[src/rtl/can_frame_rx.sv]
// can_frame_rx: bit-level CAN 2.0A receiver. Synchronizes the bus pin,
// recovers bit timing with hard resync, removes stuff bits, decodes standard
// data/remote frames, checks CRC15 and form, drives the ACK slot for good
// frames and presents each frame as a one-cycle-valid parallel word.
`timescale 1ns/1ps
module can_frame_rx #(
    parameter int BAUD_DIV  = 32,
    parameter int SAMPLE_PT = 22,
    parameter int ACK_EN    = 1
) (
    input  logic        sys_clk,
    input  logic        sys_rst,
    input  logic        can_rx,
    output logic        can_tx,
    output logic        rx_valid,
    output logic [10:0] rx_id,
    output logic        rx_rtr,
    output logic [3:0]  rx_dlc,
    output logic [63:0] rx_data,
    output logic        rx_err,
    output logic [1:0]  rx_err_code,
    output logic        busy
);

    localparam logic [3:0] ST_WAIT_IDLE = 4'd0;
    localparam logic [3:0] ST_IDLE      = 4'd1;
    localparam logic [3:0] ST_ARB       = 4'd2;
    localparam logic [3:0] ST_CTRL      = 4'd3;
    localparam logic [3:0] ST_DATA      = 4'd4;
    localparam logic [3:0] ST_CRC       = 4'd5;
    localparam logic [3:0] ST_CRC_DEL   = 4'd6;
    localparam logic [3:0] ST_ACK       = 4'd7;
    localparam logic [3:0] ST_ACK_DEL   = 4'd8;
    localparam logic [3:0] ST_EOF       = 4'd9;

    localparam logic [1:0] ERR_STUFF = 2'b01;
    localparam logic [1:0] ERR_CRC   = 2'b10;
    localparam logic [1:0] ERR_FORM  = 2'b11;

    // One CRC15 step (polynomial 0x4599) for a single destuffed bit.
    function automatic logic [14:0] crc15_step(input logic [14:0] crc, input logic b);
        logic fb;
        fb = b ^ crc[14];
        crc15_step = {crc[13:0], 1'b0} ^ (fb ? 15'h4599 : 15'h0000);
    endfunction

    logic        sync1_q, rxs_q, rxs_prev_q;
    logic [7:0]  cnt_q, cnt_d;
    logic [3:0]  state_q, state_d;
    logic [6:0]  bit_cnt_q, bit_cnt_d;
    logic [2:0]  stuff_cnt_q, stuff_cnt_d;
    logic        last_bit_q, last_bit_d;
    logic [14:0] crc_q, crc_d;
    logic [13:0] crc_rx_q, crc_rx_d;
    logic        crc_ok_q, crc_ok_d;
    logic [10:0] id_q, id_d;
    logic        rtr_q, rtr_d;
    logic [3:0]  dlc_q, dlc_d;
    logic [3:0]  nbytes_q, nbytes_d;
    logic [63:0] data_q, data_d;
    logic        can_tx_q, can_tx_d;
    logic        busy_q, busy_d;
    logic        rx_valid_q, rx_valid_d;
    logic [10:0] rx_id_q, rx_id_d;
    logic        rx_rtr_q, rx_rtr_d;
    logic [3:0]  rx_dlc_q, rx_dlc_d;
    logic [63:0] rx_data_q, rx_data_d;
    logic        rx_err_q, rx_err_d;
    logic [1:0]  rx_err_code_q, rx_err_code_d;
    logic        err_s;
    logic [1:0]  err_code_s;

    // Resync is suppressed while we pull the bus for ACK (our own edge).
    logic resync_s, wrap_s, sample_s, ack_arm_s, data_last_s;
    logic [3:0] dlc_full_s, nbytes_s;
    assign resync_s    = rxs_prev_q & ~rxs_q & can_tx_q;
    assign wrap_s      = (cnt_q == 8'(BAUD_DIV - 1));
    assign sample_s    = (cnt_q == 8'(SAMPLE_PT)) & ~resync_s;
    assign ack_arm_s   = (state_q == ST_ACK) & crc_ok_q & (ACK_EN != 0);
    assign dlc_full_s  = {dlc_q[2:0], rxs_q};
    assign nbytes_s    = rtr_q ? 4'd0 : ((dlc_full_s > 4'd8) ? 4'd8 : dlc_full_s);
    assign data_last_s = (bit_cnt_q == ({nbytes_q, 3'b000} - 7'd1));

    // Two-flop synchronizer on the bus pin plus one stage of edge history.
    always_ff @(posedge sys_clk) begin
        if (sys_rst) begin
            sync1_q    <= 1'b1;
            rxs_q      <= 1'b1;
            rxs_prev_q <= 1'b1;
        end else begin
            sync1_q    <= can_rx;
            rxs_q      <= sync1_q;
            rxs_prev_q <= rxs_q;
        end
    end

    // Bit timing, destuffing, field decode, CRC/form checks and ACK drive.
    always_comb begin
        state_d       = state_q;
        bit_cnt_d     = bit_cnt_q;
        stuff_cnt_d   = stuff_cnt_q;
        last_bit_d    = last_bit_q;
        crc_d         = crc_q;
        crc_rx_d      = crc_rx_q;
        crc_ok_d      = crc_ok_q;
        id_d          = id_q;
        rtr_d         = rtr_q;
        dlc_d         = dlc_q;
        nbytes_d      = nbytes_q;
        data_d        = data_q;
        busy_d        = busy_q;
        rx_valid_d    = 1'b0;
        rx_id_d       = rx_id_q;
        rx_rtr_d      = rx_rtr_q;
        rx_dlc_d      = rx_dlc_q;
        rx_data_d     = rx_data_q;
        rx_err_d      = 1'b0;
        rx_err_code_d = rx_err_code_q;
        err_s         = 1'b0;
        err_code_s    = 2'b00;

        if (resync_s || wrap_s) begin
            cnt_d = 8'd0;
        end else begin
            cnt_d = cnt_q + 8'd1;
        end

        // ACK drive starts at the wrap opening the ACK bit, ends at the next.
        if (wrap_s) begin
            can_tx_d = ~ack_arm_s;
        end else begin
            can_tx_d = can_tx_q;
        end

        if (sample_s) begin
            case (state_q)
                ST_WAIT_IDLE: begin
                    if (!rxs_q) begin
                        bit_cnt_d = 7'd0;
                    end else if (bit_cnt_q == 7'd10) begin
                        state_d   = ST_IDLE;
                        bit_cnt_d = 7'd0;
                    end else begin
                        bit_cnt_d = bit_cnt_q + 7'd1;
                    end
                end
                ST_IDLE: begin
                    if (!rxs_q) begin
                        state_d     = ST_ARB;
                        busy_d      = 1'b1;
                        bit_cnt_d   = 7'd0;
                        stuff_cnt_d = 3'd1;
                        last_bit_d  = 1'b0;
                        crc_d       = 15'd0;
                        crc_ok_d    = 1'b0;
                        data_d      = 64'd0;
                    end else begin
                        state_d = ST_IDLE;
                    end
                end
                ST_ARB, ST_CTRL, ST_DATA, ST_CRC: begin
                    if (stuff_cnt_q == 3'd5) begin
                        // Stuff bit: must differ from the run, then discarded.
                        if (rxs_q == last_bit_q) begin
                            err_s      = 1'b1;
                            err_code_s = ERR_STUFF;
                        end else begin
                            stuff_cnt_d = 3'd1;
                            last_bit_d  = rxs_q;
                        end
                    end else begin
                        if (rxs_q == last_bit_q) begin
                            stuff_cnt_d = stuff_cnt_q + 3'd1;
                        end else begin
                            stuff_cnt_d = 3'd1;
                        end
                        last_bit_d = rxs_q;
                        if (state_q != ST_CRC) begin
                            crc_d = crc15_step(crc_q, rxs_q);
                        end else begin
                            crc_d = crc_q;
                        end
                        case (state_q)
                            ST_ARB: begin
                                if (bit_cnt_q < 7'd11) begin
                                    id_d      = {id_q[9:0], rxs_q};
                                    bit_cnt_d = bit_cnt_q + 7'd1;
                                end else begin
                                    rtr_d     = rxs_q;
                                    bit_cnt_d = 7'd0;
                                    state_d   = ST_CTRL;
                                end
                            end
                            ST_CTRL: begin
                                if (bit_cnt_q == 7'd0) begin
                                    if (rxs_q) begin
                                        err_s      = 1'b1;
                                        err_code_s = ERR_FORM;
                                    end else begin
                                        bit_cnt_d = 7'd1;
                                    end
                                end else if (bit_cnt_q == 7'd5) begin
                                    dlc_d     = dlc_full_s;
                                    nbytes_d  = nbytes_s;
                                    bit_cnt_d = 7'd0;
                                    state_d   = (nbytes_s == 4'd0) ? ST_CRC : ST_DATA;
                                end else begin
                                    // Bit 1 is r0 (ignored); bits 2..4 feed the DLC.
                                    dlc_d     = (bit_cnt_q >= 7'd2) ? dlc_full_s : dlc_q;
                                    bit_cnt_d = bit_cnt_q + 7'd1;
                                end
                            end
                            ST_DATA: begin
                                data_d[~bit_cnt_q[5:0]] = rxs_q;
                                if (data_last_s) begin
                                    bit_cnt_d = 7'd0;
                                    state_d   = ST_CRC;
                                end else begin
                                    bit_cnt_d = bit_cnt_q + 7'd1;
                                end
                            end
                            ST_CRC: begin
                                if (bit_cnt_q == 7'd14) begin
                                    crc_ok_d  = ({crc_rx_q, rxs_q} == crc_q);
                                    bit_cnt_d = 7'd0;
                                    state_d   = ST_CRC_DEL;
                                end else begin
                                    crc_rx_d  = {crc_rx_q[12:0], rxs_q};
                                    bit_cnt_d = bit_cnt_q + 7'd1;
                                end
                            end
                            default: begin
                                state_d = ST_WAIT_IDLE;
                            end
                        endcase
                    end
                end
                ST_CRC_DEL: begin
                    if (!rxs_q) begin
                        err_s      = 1'b1;
                        err_code_s = ERR_FORM;
                    end else if (!crc_ok_q) begin
                        err_s      = 1'b1;
                        err_code_s = ERR_CRC;
                    end else begin
                        state_d = ST_ACK;
                    end
                end
                ST_ACK: begin
                    state_d = ST_ACK_DEL;
                end
                ST_ACK_DEL: begin
                    if (!rxs_q) begin
                        err_s      = 1'b1;
                        err_code_s = ERR_FORM;
                    end else begin
                        state_d   = ST_EOF;
                        bit_cnt_d = 7'd0;
                    end
                end
                ST_EOF: begin
                    if (!rxs_q) begin
                        err_s      = 1'b1;
                        err_code_s = ERR_FORM;
                    end else if (bit_cnt_q == 7'd6) begin
                        state_d    = ST_IDLE;
                        bit_cnt_d  = 7'd0;
                        busy_d     = 1'b0;
                        rx_valid_d = 1'b1;
                        rx_id_d    = id_q;
                        rx_rtr_d   = rtr_q;
                        rx_dlc_d   = dlc_q;
                        rx_data_d  = data_q;
                    end else begin
                        bit_cnt_d = bit_cnt_q + 7'd1;
                    end
                end
                default: begin
                    state_d   = ST_WAIT_IDLE;
                    bit_cnt_d = 7'd0;
                end
            endcase
        end else begin
            state_d = state_q;
        end

        if (err_s) begin
            state_d       = ST_WAIT_IDLE;
            bit_cnt_d     = 7'd0;
            busy_d        = 1'b0;
            can_tx_d      = 1'b1;
            rx_err_d      = 1'b1;
            rx_err_code_d = err_code_s;
        end else begin
            rx_err_code_d = rx_err_code_d;
        end
    end

    // State and output registers with synchronous reset.
    always_ff @(posedge sys_clk) begin
        if (sys_rst) begin
            cnt_q         <= 8'd0;
            state_q       <= ST_WAIT_IDLE;
            bit_cnt_q     <= 7'd0;
            stuff_cnt_q   <= 3'd0;
            last_bit_q    <= 1'b1;
            crc_q         <= 15'd0;
            crc_rx_q      <= 14'd0;
            crc_ok_q      <= 1'b0;
            id_q          <= 11'd0;
            rtr_q         <= 1'b0;
            dlc_q         <= 4'd0;
            nbytes_q      <= 4'd0;
            data_q        <= 64'd0;
            can_tx_q      <= 1'b1;
            busy_q        <= 1'b0;
            rx_valid_q    <= 1'b0;
            rx_id_q       <= 11'd0;
            rx_rtr_q      <= 1'b0;
            rx_dlc_q      <= 4'd0;
            rx_data_q     <= 64'd0;
            rx_err_q      <= 1'b0;
            rx_err_code_q <= 2'b00;
        end else begin
            cnt_q         <= cnt_d;
            state_q       <= state_d;
            bit_cnt_q     <= bit_cnt_d;
            stuff_cnt_q   <= stuff_cnt_d;
            last_bit_q    <= last_bit_d;
            crc_q         <= crc_d;
            crc_rx_q      <= crc_rx_d;
            crc_ok_q      <= crc_ok_d;
            id_q          <= id_d;
            rtr_q         <= rtr_d;
            dlc_q         <= dlc_d;
            nbytes_q      <= nbytes_d;
            data_q        <= data_d;
            can_tx_q      <= can_tx_d;
            busy_q        <= busy_d;
            rx_valid_q    <= rx_valid_d;
            rx_id_q       <= rx_id_d;
            rx_rtr_q      <= rx_rtr_d;
            rx_dlc_q      <= rx_dlc_d;
            rx_data_q     <= rx_data_d;
            rx_err_q      <= rx_err_d;
            rx_err_code_q <= rx_err_code_d;
        end
    end

    assign can_tx      = can_tx_q;
    assign busy        = busy_q;
    assign rx_valid    = rx_valid_q;
    assign rx_id       = rx_id_q;
    assign rx_rtr      = rx_rtr_q;
    assign rx_dlc      = rx_dlc_q;
    assign rx_data     = rx_data_q;
    assign rx_err      = rx_err_q;
    assign rx_err_code = rx_err_code_q;

endmodule

[config.mk]
export PLATFORM = sky130hd
export DESIGN_NAME = can_frame_rx
export DESIGN_NICKNAME = d
export VERILOG_FILES = /design/src/rtl/can_frame_rx.sv
export SDC_FILE = /design/constraint.sdc
export NUM_CORES = 1
export LEC_CHECK = 0
export BUFFER_PORTS_ARGS = -buffer_cell sky130_fd_sc_hd__buf_2
export CAP_MARGIN = 15
export CORE_ASPECT_RATIO = 1.25
export CORE_MARGIN = 1
export CORE_UTILIZATION = 45
export CTS_CLUSTER_DIAMETER = 100
export CTS_CLUSTER_SIZE = 28
export DETAILED_ROUTE_END_ITERATION = 6
export GPL_TIMING_DRIVEN = 0
export HOLD_SLACK_MARGIN = 0.08
export PLACE_DENSITY = 0.67
export SLEW_MARGIN = 25
export SYNTH_ARGS = -nofsm -noshare
export SYNTH_HDL_FRONTEND = slang
export SYNTH_SLANG_ARGS = --single-unit
[constraint.sdc]
create_clock -name sys_clk -period 4.1 [get_ports sys_clk]
set_input_delay 0.205 -clock sys_clk [delete_from_list [all_inputs] [get_ports sys_clk]]
set_output_delay 0.205 -clock sys_clk [all_outputs]
set_load 0.03 [all_outputs]
=== After elaboration in Yosys (flattened, before gate mapping) ===
Index checks and enable logic that the tools add are counted.

* Shifts and indexed selects: 0
* Bitwise logic cells: 17
* Equal/unequal tests: 41
* Multiply operators: 0
* Reductions and logical operators: 27
* Multiplexer cells: 87
* Order comparisons: 5
* Div/mod/pow operators: 0
* $add $sub $neg: 4

{| class="wikitable"
|+ Operators by type and width
! cell !! number
|-
| 2-to-1 mux 64 bit || 3
|-
| one-hot mux 64 bit (2 select lines) || 1
|-
| 2-to-1 mux 7 bit || 13
|-
| 2-to-1 mux 4 bit || 17
|-
| bitwise mux 64 bit || 1
|-
| 2-to-1 mux 15 bit || 4
|-
| one-hot mux 7 bit (6 select lines) || 1
|-
| one-hot mux 15 bit (2 select lines) || 1
|-
| AND reduction 5 bit || 6
|-
| one-hot mux 4 bit (7 select lines) || 1
|-
| one-hot mux 7 bit (4 select lines) || 1
|-
| inequality test 2 bit, second input constant || 13
|-
| 2-to-1 mux 1 bit || 23
|-
| 2-to-1 mux 2 bit || 9
|-
| inequality test 3 bit, second input constant || 6
|-
| AND reduction 6 bit || 3
|-
| == test 4 x 3 -> 1 bit, second input constant || 4
|-
| == test 8 x 5 -> 1 bit, second input constant || 2
|-
| one-hot mux 4 bit (4 select lines) || 1
|-
| == test 15 bit || 1
|-
| XOR 15 bit || 1
|-
| == test 7 x 3 -> 1 bit, second input constant || 2
|-
| == test 7 x 4 -> 1 bit, second input constant || 2
|-
| AND reduction 14 bit || 1
|-
| 37 further kinds || 64
|}

* Input port bits: 3
* Bits in latches: 0
* Word-level logic and storage cells: 206
* ROM bits: 0
* RAM bits: 0
* Register bits: 226
* Output and inout port bits: 86
* Memories: 0

=== Longest topological paths before layout ===
Gate-level depths: netlist (run 1).

* Word-level depth: 10
* Gate-level depth with buffers: 10
* Depth with buffers taken out: 8

=== Worst setup path after synthesis (run 1) ===
Ideal clock, no wire load.

* Path kind: register to register
* From: reg cnt_q[5]
* To: reg state_q[1]
* Setup time: 70 ps
* Stages on the path, launching flop included: 8
* Setup slack: 1550 ps
* Required time: 4030 ps
* Buffers on the path: 1
* Clock period less this slack: 2550 ps
* Arrival time: 2479 ps
* Cells stage by stage: dfxtp_1 or4b_1 buf_2 or4_4 nor4_4 nand4_2 or4b_1 a21oi_1

* Longest elaborated chain between the ends: 4
* Elaborated cells between the ends (all ways): 5
* Those cells by class: 1 x eq/ne; 1 x mux; 1 x bitwise; 2 x reduce/logical

{| class="wikitable"
|+ Ends and longest elaborated chain
! what !! line !! source
|-
| start: declaration || 48 || <nowiki>logic [7:0] cnt_q, cnt_d;</nowiki>
|-
| start signal: assignment || 325 || <nowiki>cnt_q <= cnt_d;</nowiki>
|-
| == test 8 x 5 -> 1 bit (*) || 78 || <nowiki>assign sample_s = (cnt_q == 8'(SAMPLE_PT)) & ~resync_s;</nowiki>
|-
| bitwise AND 1 bit (*) || 78 ||
|-
| 2-to-1 mux 1 bit || 135 || <nowiki>if (sample_s) begin</nowiki>
|-
| OR reduction 2 bit (no line) || - ||
|-
| end signal: assignment || 326 || <nowiki>state_q <= state_d;</nowiki>
|-
| end: declaration || 49 || <nowiki>logic [3:0] state_q, state_d;</nowiki>
|}

Mark *: on every way between the ends. The rest lies on a longest branch, timed or not.
A chain may end at the register's enable or synchronous reset.

=== Worst setup path in the final report (run 1) ===
* From: reg bit_cnt_q[2]
* To: reg rx_id_q[8] (netlist: rx_id[8])

* Longest elaborated chain between the ends: 2

{| class="wikitable"
|+ Ends and longest elaborated chain
! what !! line !! source
|-
| start: declaration || 50 || <nowiki>logic [6:0] bit_cnt_q, bit_cnt_d;</nowiki>
|-
| start signal: assignment || 327 || <nowiki>bit_cnt_q <= bit_cnt_d;</nowiki>
|-
| == test 7 x 3 -> 1 bit || 265 || <nowiki>end else if (bit_cnt_q == 7'd6) begin</nowiki>
|-
| AND reduction 4 bit (no line) || - ||
|-
| end signal: assignment || 341 || <nowiki>rx_id_q <= rx_id_d;</nowiki>
|-
| end: declaration || 64 || <nowiki>logic [10:0] rx_id_q, rx_id_d;</nowiki>
|}

No other way between the ends.

==> results of run 1 <==
==> sequential cells by signal, summed over array words and instances, names as in the netlist, 3 cells and up <==
register / count
nbytes_q: 4
dlc_q: 4
rx_dlc: 4
rx_id: 11
rx_data: 64
id_q: 11
cnt_q: 8
data_q: 64
stuff_cnt_q: 3
state_q: 4
bit_cnt_q: 7
crc_rx_q: 14
crc_q: 15
==> final cells by class <==
class / count / area, sq um / area share
Sequential cell: 226 / 4520 / 0.410
Buffer: 106 / 400 / 0.0363
Tap cell: 279 / 349 / 0.0317
Multi-Input combinational cell: 937 / 4900 / 0.445
Inverter: 12 / 45.0 / 0.00408
Timing Repair Buffer: 89 / 450 / 0.0408
Clock inverter: 1 / 30.0 / 0.00272
Clock buffer: 13 / 325 / 0.0295
==> cells in the final DEF (no fill, tap or decap), types with 12 or more instances in the layout <==
master and instances:
a31oi_1 12, nand3_1 36, buf_2 90, xnor2_1 14
inv_1 12, mux2i_1 16, xor2_1 22, nand2_1 294
nor2_1 57, a21oi_1 255, dfxtp_1 226, clkbuf_1 95
nor3_1 20, clkbuf_16 13, o21ai_0 69
==> cells by family (layout without fill, tap and decap cells) <==
kind of cell / after synthesis / after routing / synth area share
xor gates and xnor gates: 36 / 36 / 0.0320
buffers and inverters: 118 / 221 / 0.0452
and+or+nand+nor: 502 / 502 / 0.233
adders and majority gates: 9 / 9 / 0.0114
AOI/OAI and AO/OA: 373 / 373 / 0.201
muxes: 17 / 17 / 0.0174
DFF: 226 / 226 / 0.459
==> per-stage QoR <==
step / utilization / hold slack (ps) / power (mW) / instances
final: 0.514 / 326 / 3.67 / 1663
after global routing: 0.514 / 346 / 3.79 / 1663
after CTS: 0.513 / 319 / 3.69 / 1663
after detailed placement: 0.496 / 393 / 2.40 / 1648
after global placement: 0.496 / 393 / 2.40 / 1648
after floorplan: - / 309 / 2.35 / 1281
==> layer usage <==
metal  up-vias  track usage  wire length [um]
li1       4575            -                 -
met1      4246        0.289             11400
met2       264        0.431             13400
met3        65       0.0224              1250
met4         0       0.0855              1010
met5         -            0                 0
==> power groups by stage <==
stage | registers, mW | clock network, mW | logic [mW]
after floorplan | 2.25 | 0 | 0.100
after global placement | 2.26 | 0 | 0.146
after detailed placement | 2.26 | 0 | 0.146
after CTS | 2.21 | 1.33 | 0.147
after global routing | 2.21 | 1.42 | 0.163
final | 2.21 | 1.31 | 0.149
==> critical path, cell delays in order (launching register included) <==
cell	delay (ps)
dfxtp_1	350
clkbuf_1	310
nor2b_1	440
nand2_1	170
nor4_1	550
and2_1	200
clkbuf_1	600
clkbuf_1	440
nand2_1	140
a21oi_1	150
==> what timing repair did <==
item / 4_1_cts / 5_1_grt
setup buffers: 0 / 0
hold buffers: 1 / 0
endpoints found under the hold margin: 1 / 0
==> worst max-delay path by stage <==
stage	from	endpoint
floorplan	cnt_q[5]	state_q[1]
global placement	bit_cnt_q[2]	rx_id[8]
detailed placement	bit_cnt_q[2]	rx_id[8]
CTS	bit_cnt_q[2]	rx_id[8]
global route	bit_cnt_q[2]	rx_id[7]
finish	bit_cnt_q[2]	rx_id[8]
==> results by group, run 1 <==
Synth
  – Yosys cell types: 62
  – Yosys warning total: 0
  – Post-synthesis instance total: 1281
  – Async S/R FF share, synth: 0
  – Area contributors post-synth: dfxtp_1 46%, a21oi_1 13%, nand2_1 11%, clkbuf_1 3.6%, o21ai_0 3.5%
  – Sequential-to-total area share from yosys stat: 0.459
  – Top cell type's share of synthesized area: 0.459
  – Post-Syn Area: 9850 sq um
  – Most numerous cell in the Yosys netlist: nand2_1
  – EDFF count, synth: 0
  – List of most frequent post-synthesis cells: 294 x nand2_1, 255 x a21oi_1, 226 x dfxtp_1
  – Syn Nets: 1293
  – Synth Register Bits: 226
  – Post-synthesis area per instance: 7.69 sq um
  – Post-synth top area cell: dfxtp_1
  – Ys flop type: dfxtp_1

Power
  – Sequential power share: 0.601
  – P_sw: 0.849 mW
  – Pwr dens: 333 nW/um^2
  – Clock power share: 0.358
  – Worst VDD drop: 348 uV
  – Int Pwr: 2.82 mW
  – P_leak: 4.00 nW
  – Combinational group share of total power: 0.041
  – Switching share of power: 0.231

Worst setup path
  – Worst reg2reg path depth: 9
  – Critical Path AT: 3850 ps
  – Reg2reg start: bit_cnt_q[2]
  – Setup crit end kind: register
  – R2R Setup Slk: 660 ps
  – Worst-path maximum fanout: 10
  – Worst path required time: 4510 ps
  – CP Launch Type: register
  – Critical setup path kind: register to register
  – FF-to-FF End: rx_id[8]

Routing
  – Post-DR vias/cell: 5.50
  – DR WL/cell: 16.2 um
  – DR DRC count: 0
  – Routed vias: 9150
  – Final ANT Viol Nets: 0
  – Starting DRT DRC Count: 769
  – Drt total wl: 27000 um
  – Pre-antenna DRT Iters: 6

GRT
  – Initial antenna violation count: 0
  – Global-route wire length before repair: 43300 um
  – GRT Util Overall: 0.237
  – Total gr overflow: 0
  – Largest net degree at the start of global routing: 29
  – Vias in the first global route: 8521

Floorplanning
  – Die area: 22500 sq um
  – I/O pin count: 89
  – Core region area: 21500 sq um
  – DIE WIDTH: 134 um
  – Die Y: 167 um
  – FP Rows: 60
  – Initial Util: 0.459

Placed design
  – Area post-placement: 10700 sq um
  – Dpl ws: 748 ps
  – Post-detailed-placement half-perimeter wirelength: 19400 um
  – Buffers on Ports: 88
  – Routability cong.: 0.923

STA
  – Setup TNS Final: 0 ps
  – Worst slew margin: 0.448
  – Clk_skew: 47.1 ps
  – Setup slack after layout: 658 ps
  – Minimum clock period: 3440 ps
  – Fin. max-slew vios: 0
  – Hold Vio Cnt, Final: 0
  – Unrepaired setup endpoints after global routing: false
  – Final worst-path cycle share: 0.839
  – Final setup vio count: 0
  – Max Fclk: 291 MHz
  – Slew @ Worst Pin: 824 ps

CTS
  – Clk_lat worst skew: 490 ps
  – Clk sinks: 226
  – Clock transition at path regs: 120 ps
  – Post_cts resized: 0
  – H-tree Lvls: 1
  – Num CTS Buffers: 12
  – Clk buf depth: 3
  – CTS tree: done
  – Clk root buf: clkbuf_16

Finish
  – Post-route cell area: 11000 sq um
  – Nets: 1396
  – N_diodes: 0
  – Filler cells: 2233
  – P&R area growth vs syn: 11.9%
  – Layout cell share with drive strength beyond 1: 0.0932

Worst hold path
  – Hold Path Class: input pin to register
  – Worst Hold Endpoint: bit_cnt_q[2]
  – Hold wc startpoint: sys_rst
  – Hold Crit Depth: 4

Outcome
  – Status: finished, final reports clean

Job
  – Max Cap Viol: 0
Power figures use the tool's default switching activity.
==> inputs of run 2 (changes only) <==
clock period = 3.2 ns   (was 4.1 ns; I/O delays follow)
==> run 2 against run 1 <==
Against the previous run: combinational power rose by 28%; global-route usage hardly changed; via count barely moved; utilization grew 0.14 points; critical path type unchanged; largest power group unchanged.
==> results by group, run 2 (synthesis gave the netlist of run 1 again) <==
Outcome
  – Status: finished, final reports clean

Finish
  – Leading cell type in the layout, fill and taps excluded: nand2_1
  – Final Non-Filler Cells: 1663 (unchanged)
  – Nets: 1396 (unchanged)
  – Final Core Density: 0.515 (+0.00140)
  – P&R area growth vs syn: 12.2%
  – Layout cell share with drive strength beyond 1: 0.0990 (+0.00578)
  – Filler cells: 2231 (-0.090%)
  – Most frequent cells in the layout: 293 x nand2_1, 255 x a21oi_1, 226 x dfxtp_1
  – N_diodes: 0 (unchanged)

CTS
  – Clk root buf: clkbuf_16
  – Clk buf depth: 3 (unchanged)
  – H-tree Lvls: 1 (unchanged)
  – Clock transition at path regs: 110 ps (about the same)
  – Clk_lat worst skew: 490 ps (about the same)
  – Clk sinks: 226 (unchanged)
  – CTS tree: done
  – Num CTS Buffers: 12 (unchanged)

STA
  – Clk_skew: 45.2 ps (-1.93 ps)
  – Final setup vio count: 0 (unchanged)
  – Tightest hold margin: 299 ps (-26.2 ps)
  – Slew @ Worst Pin: 855 ps (+31.1 ps)
  – Hold Vio Cnt, Final: 0 (unchanged)
  – Unrepaired setup endpoints after global routing: false
  – Fin. max-slew vios: 0 (unchanged)
  – Final worst-path cycle share: 0.951 (+0.111)
  – Worst slew margin: 0.425 (-0.0230)
  – Setup TNS Final: 0 ps (unchanged)
  – Max Fclk: 329 MHz (+13%)
  – Minimum clock period: 3040 ps (-400 ps)

Power
  – P_leak: 4.01 nW (+0.22%)
  – Worst VDD drop: 445 uV (+28%)
  – Pwr dens: 425 nW/um^2 (+28%)

Worst setup path
  – Setup crit start: bit_cnt_q[1]
  – Critical-path top delay cell: or3b_2
  – Reg2reg start: bit_cnt_q[1]
  – Critical Path AT: 3410 ps (-440 ps)
  – Worst path required time: 3570 ps (-940 ps)
  – Crit-path cells: clkbuf_1, inv_1, ha_1, or3b_2, o41ai_1, o22a_1, o22a_1, clkbuf_2, a211oi_1
  – Worst-path maximum fanout: 10 (unchanged)
  – Most numerous cell on the critical path: o22a_1
  – Setup crit end kind: register
  – Critical setup path kind: register to register
  – CP Launch Type: register
  – CP peak stage delay: 500 ps (-100 ps)

Routing
  – Pre-antenna DRT Iters: 6 (unchanged)
  – Drt total wl: 27100 um (+0.41%)
  – Post-DR vias/cell: 5.51 (about the same)
  – Routed vias: 9156 (+0.066%)
  – Starting DRT DRC Count: 766 (-0.39%)
  – DR DRC count: 0 (unchanged)
  – DR WL/cell: 16.3 um (+0.41%)
  – Final ANT Viol Nets: 0 (unchanged)

Placed design
  – Post-detailed-placement half-perimeter wirelength: 19400 um (unchanged)
  – Routability cong.: 0.923 (unchanged)
  – Buffers on Ports: 88 (unchanged)
  – Placed Cells: 1648 (unchanged)

Floorplanning
  – Die area: 22500 sq um (unchanged)
  – Initial Util: 0.459 (unchanged)
  – I/O pin count: 89 (unchanged)
  – Die Y: 167 um (unchanged)
  – Core region area: 21500 sq um (unchanged)
  – DIE WIDTH: 134 um (unchanged)
  – FP Rows: 60 (unchanged)

Job
  – Max Cap Viol: 0 (unchanged)

GRT
  – Total gr overflow: 0 (unchanged)
  – GRT Util Overall: 0.237 (about the same)
  – Largest net degree at the start of global routing: 29 (unchanged)
  – Global-route wire length before repair: 43300 um (about the same)
  – Vias in the first global route: 8536 (+0.18%)
  – Initial antenna violation count: 0 (unchanged)

Worst hold path
  – Hold Path Class: input pin to register
  – Hold wc startpoint: sys_rst
[run 2: where the power goes]
| group | internal [mW] | switching [mW] | leakage, nW |
|---|---|---|---|
| Combinational | 0.0442 | 0.147 | 2.02 |
| Sequential | 2.82 | 0.00658 | 1.82 |
| Clock | 0.751 | 0.934 | 0.172 |
| Total | 3.62 | 1.09 | 4.01 |
[run 2: final timing paths]
check	end	slack (ps)	depth (start not counted)
worst max register to register	state_q[0]	160	9
worst max-delay path	state_q[0]	160	9
worst min-delay path	bit_cnt_q[2]	300	4
worst min register to register	rxs_q	420	1
[run 2: layer usage]
layer	up-vias	wire length [um]	GRT usage
met5	-	0	0
met4	0	905	0.0865
met3	57	1320	0.0224
met2	267	13600	0.431
met1	4254	11300	0.288
li1	4578	-	-
[run 2: layout make-up]
cell class	count	area [sq um]	share of cell area
multi-input combinational	937	4930	0.446
sequential	226	4520	0.409
timing repair buffer	90	458	0.0414
buffer	105	398	0.0360
tap	279	349	0.0316
clock buffer	13	325	0.0294
inverter	12	45.0	0.00407
clock inverter	1	30.0	0.00272
[run 2: critical path, delay by kind of cell (launching register included)]
family,cells,cell delay [ps]
and+or+nand+nor,1,500
DFF,1,340
adders and majority gates,1,210
AOI/OAI and AO/OA,4,1150
buffers and inverters,3,700
[run 2: timing repair]
action	CTS	global route
hold buffers	1	0
endpoints found under the hold margin	1	0
pin swaps	1	0
setup buffers	1	0
resized for setup	1	7
setup endpoints to repair	104	95
[run 2: stage by stage]
stage                     worst slack [ps]  power [mW]  cell area [sq um]
final                                  158        4.70              11100
after detailed placement              -152        3.08              10700
after CTS                             7.45        4.72              11000
after global routing                  34.8        4.86              11100
after global placement                -196        3.08              10600
after floorplan                        650        3.02               9850
==> inputs of run 3 (changes only) <==
CTS_BUF_LIST = sky130_fd_sc_hd__clkbuf_8   (was default)
==> run 3 against run 2 <==
Against the previous run: the flow now finishes with violations (DRC); die area unchanged; first-iteration DRC count decreased by 2.6%; clock-buffer cell count unchanged; sequential cell count unchanged; wire length decreased by 0.73%; sequential power about the same; clock power decreased by 24%; worst hold slack got worse by 68 ps; global-route usage decreased by 0.13 points; final cell count unchanged; non-clock buffer count unchanged; via count increased by 0.16%; critical path type unchanged; largest cell class unchanged.
==> results by group, run 3 (synthesis gave the netlist of run 1 again) <==
Outcome
  – Status: finished, violations left
  – Failing checks: DRC

STA
  – Clk_skew: 76.7 ps (+31.6 ps)
  – Final worst-path cycle share: 0.948 (-0.00292)
  – Fin. max-slew vios: 0 (unchanged)
  – Tightest hold margin: 232 ps (-67.7 ps)
  – Max Fclk: 330 MHz (+0.31%)
  – Final setup vio count: 0 (unchanged)
  – Minimum clock period: 3030 ps (-9.34 ps)
  – Hold Vio Cnt, Final: 0 (unchanged)
  – Worst slew margin: 0.437 (+0.0120)
  – Setup TNS Final: 0 ps (unchanged)
  – Setup slack after layout: 167 ps (+9.34 ps)
  – Slew @ Worst Pin: 840 ps (-14.7 ps)
  – Unrepaired setup endpoints after global routing: false

Floorplanning
  – DIE WIDTH: 134 um (unchanged)
  – Initial Util: 0.459 (unchanged)
  – FP Rows: 60 (unchanged)
  – Core region area: 21500 sq um (unchanged)
  – Die Y: 167 um (unchanged)
  – I/O pin count: 89 (unchanged)
  – Die area: 22500 sq um (unchanged)

Worst setup path
  – CP Launch Type: register
  – Critical Path AT: 3460 ps (+50 ps)
  – Setup crit end kind: register
  – Worst path required time: 3620 ps (+50 ps)
  – Worst-path maximum fanout: 10 (unchanged)
  – Critical setup path kind: register to register

Routing
  – Routed vias: 9171 (+0.16%)
  – Max layer used: met4
  – Starting DRT DRC Count: 746 (-2.6%)
  – Routed wl met2: 13200 um (-3.0%)
  – Final ANT Viol Nets: 0 (unchanged)
  – DR DRC count: 3 (+3)
  – Drt total wl: 26900 um (-0.73%)
  – DR WL/cell: 16.2 um (-0.73%)
  – Pre-antenna DRT Iters: 7 (+1)
  – Post-DR vias/cell: 5.51 (+0.16%)
  – Routed length on met1: 11300 um (-0.26%)
  – Met3 wire len: 1360 um (+3.0%)

Finish
  – Most frequent cells in the layout: 293 x nand2_1, 255 x a21oi_1, 226 x dfxtp_1
  – Leading cell type in the layout, fill and taps excluded: nand2_1
  – Nets: 1396 (unchanged)
  – Filler cells: 2256 (+1.1%)
  – N_diodes: 0 (unchanged)
  – Final Core Density: 0.508 (-0.00682)
  – Layout cell share with drive strength beyond 1: 0.0990 (unchanged)
  – P&R area growth vs syn: 10.7%

CTS
  – CTS tree: done
  – Clk sinks: 226 (unchanged)
  – Clk buf depth: 3 (unchanged)
  – H-tree Lvls: 1 (unchanged)
  – Clk root buf: clkbuf_8
  – Num CTS Buffers: 12 (unchanged)
  – Clk_lat worst skew: 540 ps (+50 ps)
  – Clock transition at path regs: 180 ps (+70 ps)

GRT
  – Largest net degree at the start of global routing: 29 (unchanged)
  – Vias in the first global route: 8516 (-0.23%)
  – GRT Util Overall: 0.236 (-0.00131)
  – Total gr overflow: 0 (unchanged)
  – Initial antenna violation count: 0 (unchanged)
  – Global-route wire length before repair: 43100 um (-0.59%)

Power
  – P_sw: 1.03 mW (-5.4%)
  – Switching share of power: 0.240 (+0.00870)
  – Combinational group share of total power: 0.045 (+0.004)
  – Worst VDD drop: 439 uV (-1.3%)
  – Pwr dens: 393 nW/um^2 (-7.6%)
  – Sequential power share: 0.660 (+0.059)
  – P_leak: 3.95 nW (-1.7%)
  – Clock power share: 0.295 (-0.063)
  – Int Pwr: 3.26 mW (-9.9%)

Job
  – Max Cap Viol: 0 (unchanged)

Worst hold path
  – Hold Path Class: input pin to register

Placed design
  – Buffers on Ports: 88 (unchanged)
  – Routability cong.: 0.923 (unchanged)
  – Post-detailed-placement half-perimeter wirelength: 19400 um (unchanged)
  – Dpl ws: -152 ps (unchanged)
-- run 3: cell counts in the layout (fill, tap and decap cells not counted) --
No cell type changed its count.
-- run 3: final cells by class --
class	count	area [sq um]	area share
multi-input combinational	937	4930	0.452
sequential	226	4520	0.415
timing repair buffer	90	458	0.0420
buffer	105	398	0.0365
tap	279	349	0.0320
clock buffer	13	179	0.0164
inverter	12	45.0	0.00413
clock inverter	1	30.0	0.00275
-- run 3: worst paths after layout --
kind	slack, ps	endpoint	from	depth (start not counted)
setup reg to reg	170	state_q[1]	bit_cnt_q[1]	9
hold / removal	230	bit_cnt_q[2]	sys_rst	4
setup / recovery	170	state_q[1]	bit_cnt_q[1]	9
hold reg to reg	430	rxs_q	sync1_q	1
-- run 3: worst max-delay path, cell delays in order (launching register included) --
cell	delay (ps)
dfxtp_1	360
clkbuf_1	210
inv_1	190
ha_1	220
or3b_2	500
o41ai_1	480
o22a_1	250
o22a_1	320
clkbuf_2	310
a21oi_1	80
-- run 3: metal layers --
layer,up-vias,global-route usage
met5,-,0
met4,0,0.0982
met3,67,0.0236
met2,274,0.422
met1,4259,0.287
li1,4571,-
-- run 3: timing repair --
item | 4_1_cts | 5_1_grt
hold buffers | 1 | 0
resized for setup | 2 | 7
endpoints found under the hold margin | 1 | 0
setup endpoints to repair | 106 | 101
gates cloned | 0 | 0
pin swaps | 1 | 0
setup buffers | 1 | 0
-- run 3: metrics by stage --
| stage | std cells | total power, mW | instance area (sq um) |
|---|---|---|---|
| 2_1_floorplan | 1281 | 3.02 | 9850 |
| 5_1_grt | 1663 | 4.45 | 10900 |
| 3_5_place_dp | 1648 | 3.08 | 10700 |
| 6_report | 1663 | 4.29 | 10900 |
| 4_1_cts | 1663 | 4.32 | 10900 |
| 3_3_place_gp | 1648 | 3.08 | 10600 |
-- run 3: power by group through the flow --
stage	registers, mW	clock network, mW	logic [mW]
6_report	2.83	1.27	0.192
5_1_grt	2.83	1.40	0.210
2_1_floorplan	2.89	0	0.128
4_1_cts	2.83	1.30	0.189
3_3_place_gp	2.89	0	0.188
3_5_place_dp	2.89	0	0.187
